`config.mk`:
```
export PLATFORM = sky130hd
export DESIGN_NAME = vga_scan_out
export DESIGN_NICKNAME = d
export VERILOG_FILES = /design/src/rtl/vga_scan_out.sv
export SDC_FILE = /design/constraint.sdc
export NUM_CORES = 1
export LEC_CHECK = 0
export BUFFER_PORTS_ARGS = -buffer_cell sky130_fd_sc_hd__buf_4
export CAP_MARGIN = 20
export CORE_ASPECT_RATIO = 0.75
export CORE_MARGIN = 2
export CORE_UTILIZATION = 50
export CTS_CLUSTER_DIAMETER = 30
export DETAILED_ROUTE_END_ITERATION = 12
export PLACE_DENSITY = 0.81
export SLEW_MARGIN = 20
export SYNTH_ARGS = -nofsm -noshare
export SYNTH_HDL_FRONTEND = slang
export SYNTH_SLANG_ARGS = --single-unit
export TNS_END_PERCENT = 50
```
`constraint.sdc`:
```
create_clock -name clk -period 5.66 [get_ports clk]
set_clock_uncertainty 0.2 [all_clocks]
set_input_delay 0.849 -clock clk [delete_from_list [all_inputs] [get_ports clk]]
set_output_delay 0.849 -clock clk [all_outputs]
set_load 0.02 [all_outputs]
```
`src/rtl/vga_scan_out.sv`:
```
// VGA raster generator: pixel-rate counters, sync/blank timing and a registered colour path to the DAC.
// The pixel rate is half of clk; every timing output lags the coordinates by one pixel.
module vga_scan_out #(
    parameter int unsigned H_ACTIVE = 640,
    parameter int unsigned H_FP     = 16,
    parameter int unsigned H_SYNC   = 96,
    parameter int unsigned H_BP     = 48,
    parameter int unsigned V_ACTIVE = 480,
    parameter int unsigned V_FP     = 10,
    parameter int unsigned V_SYNC   = 2,
    parameter int unsigned V_BP     = 33
) (
    input  logic        clk,
    input  logic        resetN,
    input  logic [7:0]  redIn,
    input  logic [7:0]  greenIn,
    input  logic [7:0]  blueIn,
    output logic [10:0] pixelX,
    output logic [10:0] pixelY,
    output logic        startOfFrame,
    output logic [7:0]  oVGA_R,
    output logic [7:0]  oVGA_G,
    output logic [7:0]  oVGA_B,
    output logic        oVGA_HS,
    output logic        oVGA_VS,
    output logic        oVGA_BLANK_N,
    output logic        oVGA_SYNC_N,
    output logic        oVGA_CLK
);
    localparam int unsigned H_TOTAL = H_ACTIVE + H_FP + H_SYNC + H_BP;
    localparam int unsigned V_TOTAL = V_ACTIVE + V_FP + V_SYNC + V_BP;
    localparam int unsigned HW      = $clog2(H_TOTAL);
    localparam int unsigned VW      = $clog2(V_TOTAL);

    localparam logic [HW-1:0] H_LAST     = HW'(H_TOTAL - 1);
    localparam logic [HW-1:0] H_ACT_END  = HW'(H_ACTIVE);
    localparam logic [HW-1:0] H_SYNC_BEG = HW'(H_ACTIVE + H_FP);
    localparam logic [HW-1:0] H_SYNC_END = HW'(H_ACTIVE + H_FP + H_SYNC);
    localparam logic [VW-1:0] V_LAST     = VW'(V_TOTAL - 1);
    localparam logic [VW-1:0] V_ACT_END  = VW'(V_ACTIVE);
    localparam logic [VW-1:0] V_SYNC_BEG = VW'(V_ACTIVE + V_FP);
    localparam logic [VW-1:0] V_SYNC_END = VW'(V_ACTIVE + V_FP + V_SYNC);

    logic          pix_en;
    logic [HW-1:0] h_cnt;
    logic [VW-1:0] v_cnt;
    logic          h_last_c;
    logic          v_last_c;
    logic          active_c;
    logic          hs_c;
    logic          vs_c;

    // Decode of the current (pre-increment) raster position
    assign h_last_c = (h_cnt == H_LAST);
    assign v_last_c = (v_cnt == V_LAST);
    assign active_c = (h_cnt < H_ACT_END) && (v_cnt < V_ACT_END);
    assign hs_c     = (h_cnt >= H_SYNC_BEG) && (h_cnt < H_SYNC_END);
    assign vs_c     = (v_cnt >= V_SYNC_BEG) && (v_cnt < V_SYNC_END);

    assign pixelX      = 11'(h_cnt);
    assign pixelY      = 11'(v_cnt);
    assign oVGA_SYNC_N = 1'b1;
    assign oVGA_CLK    = pix_en;

    // Pixel enable: high every other clk, first tick on the second edge after reset
    always_ff @(posedge clk or negedge resetN) begin
        if (!resetN) begin
            pix_en <= 1'b0;
        end else begin
            pix_en <= ~pix_en;
        end
    end

    // Raster counters
    always_ff @(posedge clk or negedge resetN) begin
        if (!resetN) begin
            h_cnt <= '0;
            v_cnt <= '0;
        end else if (pix_en) begin
            if (h_last_c) begin
                h_cnt <= '0;
                v_cnt <= v_last_c ? '0 : v_cnt + VW'(1);
            end else begin
                h_cnt <= h_cnt + HW'(1);
            end
        end
    end

    // DAC-side registers; startOfFrame falls on the clk after its tick
    always_ff @(posedge clk or negedge resetN) begin
        if (!resetN) begin
            oVGA_R       <= 8'd0;
            oVGA_G       <= 8'd0;
            oVGA_B       <= 8'd0;
            oVGA_BLANK_N <= 1'b0;
            oVGA_HS      <= 1'b1;
            oVGA_VS      <= 1'b1;
            startOfFrame <= 1'b0;
        end else begin
            startOfFrame <= 1'b0;
            if (pix_en) begin
                oVGA_R       <= active_c ? redIn   : 8'd0;
                oVGA_G       <= active_c ? greenIn : 8'd0;
                oVGA_B       <= active_c ? blueIn  : 8'd0;
                oVGA_BLANK_N <= active_c;
                oVGA_HS      <= ~hs_c;
                oVGA_VS      <= ~vs_c;
                startOfFrame <= h_last_c && v_last_c;
            end
        end
    end

endmodule

```
# Word-level counts from Yosys, hierarchy flattened

Index checks and enable logic that the tools add are counted.

Order comparisons: 6
Muxes and demuxes: 6
Reductions and logical operators: 5
Equal/unequal tests: 2
Bitwise operators: 3
Add/subtract/negate cells: 2

Operator list:

| kind                    | count |
|---|---|
| $mux W8                 | 3 |
| $add A10 B1 Y10 const B | 2 |
| $eq A10 B10 Y1 const B  | 2 |
| $lt A10 B10 Y1 const B  | 2 |
| $lt A10 B9 Y1 const B   | 2 |
| $mux W10                | 2 |
| $ge A10 B10 Y1 const B  | 1 |
| $ge A10 B9 Y1 const B   | 1 |
| $logic_and A1 B1 Y1     | 4 |
| $not A1 Y1              | 3 |
| $reduce_and A2 Y1       | 1 |
| $mux W1                 | 1 |

Input port bits: 26
Register bits after elaboration: 49
Logic and storage cells: 34

# Logic depth before layout (Yosys ltp)

Word-level depth: 3
Depth in mapped cells: 6

# Least setup slack after synthesis

No wires, ideal clock.

Kind: register to register
Start point: reg h_cnt[1]
End point: reg v_cnt[8]
Data required time: 5,329 ps
Setup time: 131 ps
Setup slack: 3,547 ps
Arrival: 1,781 ps
Cell stages (with the launch flop): 6
Path through: dfrtp_1 ha_1 nand4b_4 nor4_2 nand4_1 xnor2_1

Cells in the longest elaborated chain, start to end: 2

RTL lines:

| element                     | line | RTL |
|---|---|---|
| start: declaration          | 45   | `logic [HW-1:0] h_cnt;` |
| start signal: assignment    | 84   | `h_cnt <= h_cnt + HW'(1);` |
| $eq A10 B10 Y1              | 54   | `assign h_last_c = (h_cnt == H_LAST);` |
| $reduce_and A2 Y1 (no line) | -    |  |
| end signal: assignment      | 82   | `v_cnt <= v_last_c ? '0 : v_cnt + VW'(1);` |
| end: declaration            | 46   | `logic [VW-1:0] v_cnt;` |

No other way between the ends.
A chain may end at the register's enable or synchronous reset.

# Worst setup path in the final report

Start point: reg h_cnt[0]
End point: reg v_cnt[8]

The elaborated chain is that of the path after synthesis.

==> results.txt <==
* Outcome: finished, final reports clean
- After detailed routing, the number of remaining DRC violations is 0.
- Critical Path Start Type: register
- Number of library cell types mapped by synthesis: 42
* Maximum frequency from static timing analysis: 429.9 MHz
- Across all setup checks in the final design, the least slack found is 3.334 ns.
- Synthesis handed over a netlist of 182 instances.
- Buffers added on ports: 74
* Kind of capture point of the worst setup path: register
* Largest vdd supply drop: 0.0001703 V
* TritonCTS clock tree: built
- Count of buffering cells on the critical path with inverters included: 0
* Setup slack, reg-to-reg: 3.33 ns
* DR vias/cell: 5.477
- Slew @ Worst Pin: 0.9675 ns
- The number of setup buffers added after CTS is 0.
* Number of clock buffers inserted by TritonCTS: 5
* Static leakage: 1.427 nW
- In the final routing, the length of wire on met1 measures 2209 microns.
- Final setup violation count: 0
- Y dimension of the die: 60.60 microns
- The die covers 4816 sq um.
- Starting Density: 52.36%
- Grouping stages by cell kind, the critical path spends the most delay in simple AND/OR/NAND/NOR gates.
- Top fanout value on the critical path: 10
- Met3 wire len: 327 microns
- Fraction of power spent switching nets: 21.69%
- Setup repair after global routing left no endpoint under its margin.
- Iteration-0 DRC Markers: 126
- Headroom to the max-slew limit came out at 35.45%.
* P_sw: 0.1467 mW
- Detailed Routing Iterations Pass 1: 4
- Timing analysis after detailed placement gives a worst setup slack of 3.410 ns.
- Flop pwr share: 53.8%
- Final cycle utilization of the critical path: 41.10%
- Clock network fraction of design power: 38.2%
- For the worst setup path, the data arrival time is 2.32 ns.
* Min-Delay Path Class: register to register
- Average cell area after synthesis: 11.74 sq um
* Root buffer selected by CTS: clkbuf_8
- Slew Limit Fails: 0
- The number of gates resized after CTS was 0.
- Endpoint required time on the critical path: 5.65 ns
- The finished cells cover 2816 sq um.
* Combinational Power Share: 8.0%
- Warnings, synthesis: 0
- In the detailed route, the total length drawn on met2 is 2096 microns.
- Number of synthesized flops with an enable pin: 0
* Proportion of layout cells with a drive suffix above 1: 35.57%
* Type of the worst setup path: register to register
- H-tree depth: 2
* Hold worst-path end: oVGA_G[7]
* Final global-route overflow total: 0
* Predominant post-synthesis flop cell: dfrtp_1
- Counting I/O delays and the setup requirement, the final critical path takes 2.326 ns.
- Via count of the routed design: 1687
* Total power density per cell area: 240.1 nW/um^2
- Crit-path slowest cell: nor4_2
- Post-Route Setup TNS: 0 ns
- The completed layout was analyzed and its total power is 0.6763 mW.
- Ant diodes: 0
- After detailed routing, the total wire length is 4689 microns.
* Top-Level Pins: 78
- Worst hold path depth: 1
* Post-detailed-route count of antenna-violating nets: 0
* Routability Congestion: 0.7779
- The initialized floorplan defines 20 standard-cell rows.
* Sequential-to-total area share from yosys stat: 57.53%
- Reg-to-reg startpoint: h_cnt[0]
- Total placed instance area: 2696 sq um
* Most frequent cells in the layout: buf_4, dfrtp_1, a22o_1
- Die width: 79.47 microns
* Top routing layer in use: met4
- Fin util: 69.05%
* CTS hold repair buffers: 0
* Share of synthesized flip-flops with an asynchronous set or reset: 100.0%
- Latest clock arrival within the worst-skew pair: 0.30 ns
- Largest net degree at the start of global routing: 50
- In this run, synthesis produced a sequential element count of 49.
- Net count of the finished layout: 282
* Half-perimeter wire length after detailed placement: 3314 microns
- Cell-internal power: 0.5296 mW
- Clock Tree Buf Depth: 2
* Cells traversed along the worst timing path: ha_1 > nand4b_4 > nor4_2 > nand4_1 > xnor2_1
* Most frequent standard cell in the layout excluding fill and tap cells: buf_4
- From synthesis to final layout, the design area changed by 31.87%.
* Tot GR Track Use: 20.85%
- Clock net sink count: 49
- Area of the mapped netlist: 2136 sq um
- Via count of the first global-routing pass: 1535
* Max-cap violations: 0
- The largest single stage delay on the critical path is 0.78 ns.
- Number of failing hold endpoints at the final stage: 0
- The first global-routing pass estimated 7590 microns of wire.
- Hold Path Origin: oVGA_G[7]
- The number of antenna violations at the first check in global routing is 0.
* Clock slew at the register clock pins of the worst setup and hold paths: 0.09 ns
- In the final routed layout, each cell accounts on average for 15.22 microns.
* Core region area: 4079 sq um
* Worst reg2reg path endpoint: v_cnt[8]
* Worst r2r path cells: 5
==> cell families after synthesis <==
kind of cell	count (synthesis)	synth area share [%]
AO/OA/AOI/OAI	40	14.65
multiplexers	2	0.9374
buffers and inverters	19	4.393
AND/OR/NAND/NOR	55	15.29
flip-flops	49	57.53
XOR/XNOR	11	4.511
adder cells (fa/ha/maj)	4	2.343
other	2	0.3516
==> area by class of cell <==
class                      instances  area [sq um]
inverter                           7         26.28
timing repair buffer              74         555.5
multi-input combinational        115         817.0
fill                             323          1262
clock buffer                       6         82.58
sequential                        49          1229
clock inverter                     2         37.54
tap                               55         68.82
==> synth_stat cells (all sizes together), types with 6 or more instances <==
cell type	number	share of area, %
xnor2	8	3.3
buf	7	2.2
nand2	12	2.2
a22o	24	9.8
dfrtp	47	55
inv	7	1.2
nand4	6	1.8
nor2	10	1.8
==> worst max-delay path by stage <==
stage          slack, ns       end      from  cells past startpoint
5_1_grt             3.17  v_cnt[6]  h_cnt[0]                      5
6_report            3.33  v_cnt[8]  h_cnt[0]                      5
4_1_cts             3.36  v_cnt[8]  h_cnt[0]                      5
2_1_floorplan       3.55  v_cnt[8]  h_cnt[1]                      5
3_5_place_dp        3.41  v_cnt[8]  h_cnt[0]                      5
3_3_place_gp        3.52  v_cnt[8]  oVGA_CLK                      4
==> state kept, by name (all words and copies together) (netlist names) <==
signal,cells
startOfFrame,1
oVGA_G,8
oVGA_R,8
oVGA_BLANK_N,1
oVGA_B,8
oVGA_HS,1
v_cnt,10
oVGA_CLK,1
oVGA_VS,1
h_cnt,10
==> metal layers <==
layer	GRT usage (%)	vias up
li1	-	797
met1	30.34	827
met2	30.49	57
met3	5.952	6
met4	7.143	0
met5	0	-
==> per-stage QoR <==
stage / cells / hold WS (ns)
2_1_floorplan: 183 / 0.3165
3_3_place_gp: 300 / 0.2720
3_5_place_dp: 300 / 0.2916
4_1_cts: 308 / 0.3138
5_1_grt: 308 / 0.3279
6_report: 308 / 0.3156
==> worst reg2reg max path, cell delays in order (launching register included) <==
cell      delay (ns)
dfrtp_1         0.44
ha_1            0.28
nand4b_4        0.13
nor4_2          0.78
nand4_1         0.21
xnor2_1         0.18
==> power by group through the flow <==
stage / Sequential, mW / Clock (mW) / Combinational [mW]
global placement: 0.370 / 0 / 0.0546
detailed placement: 0.370 / 0 / 0.0556
global route: 0.365 / 0.282 / 0.0586
floorplan: 0.381 / 0 / 0.0107
CTS: 0.364 / 0.265 / 0.0555
finish: 0.364 / 0.258 / 0.0544
Note: power is estimated with default switching activity, not from simulation.
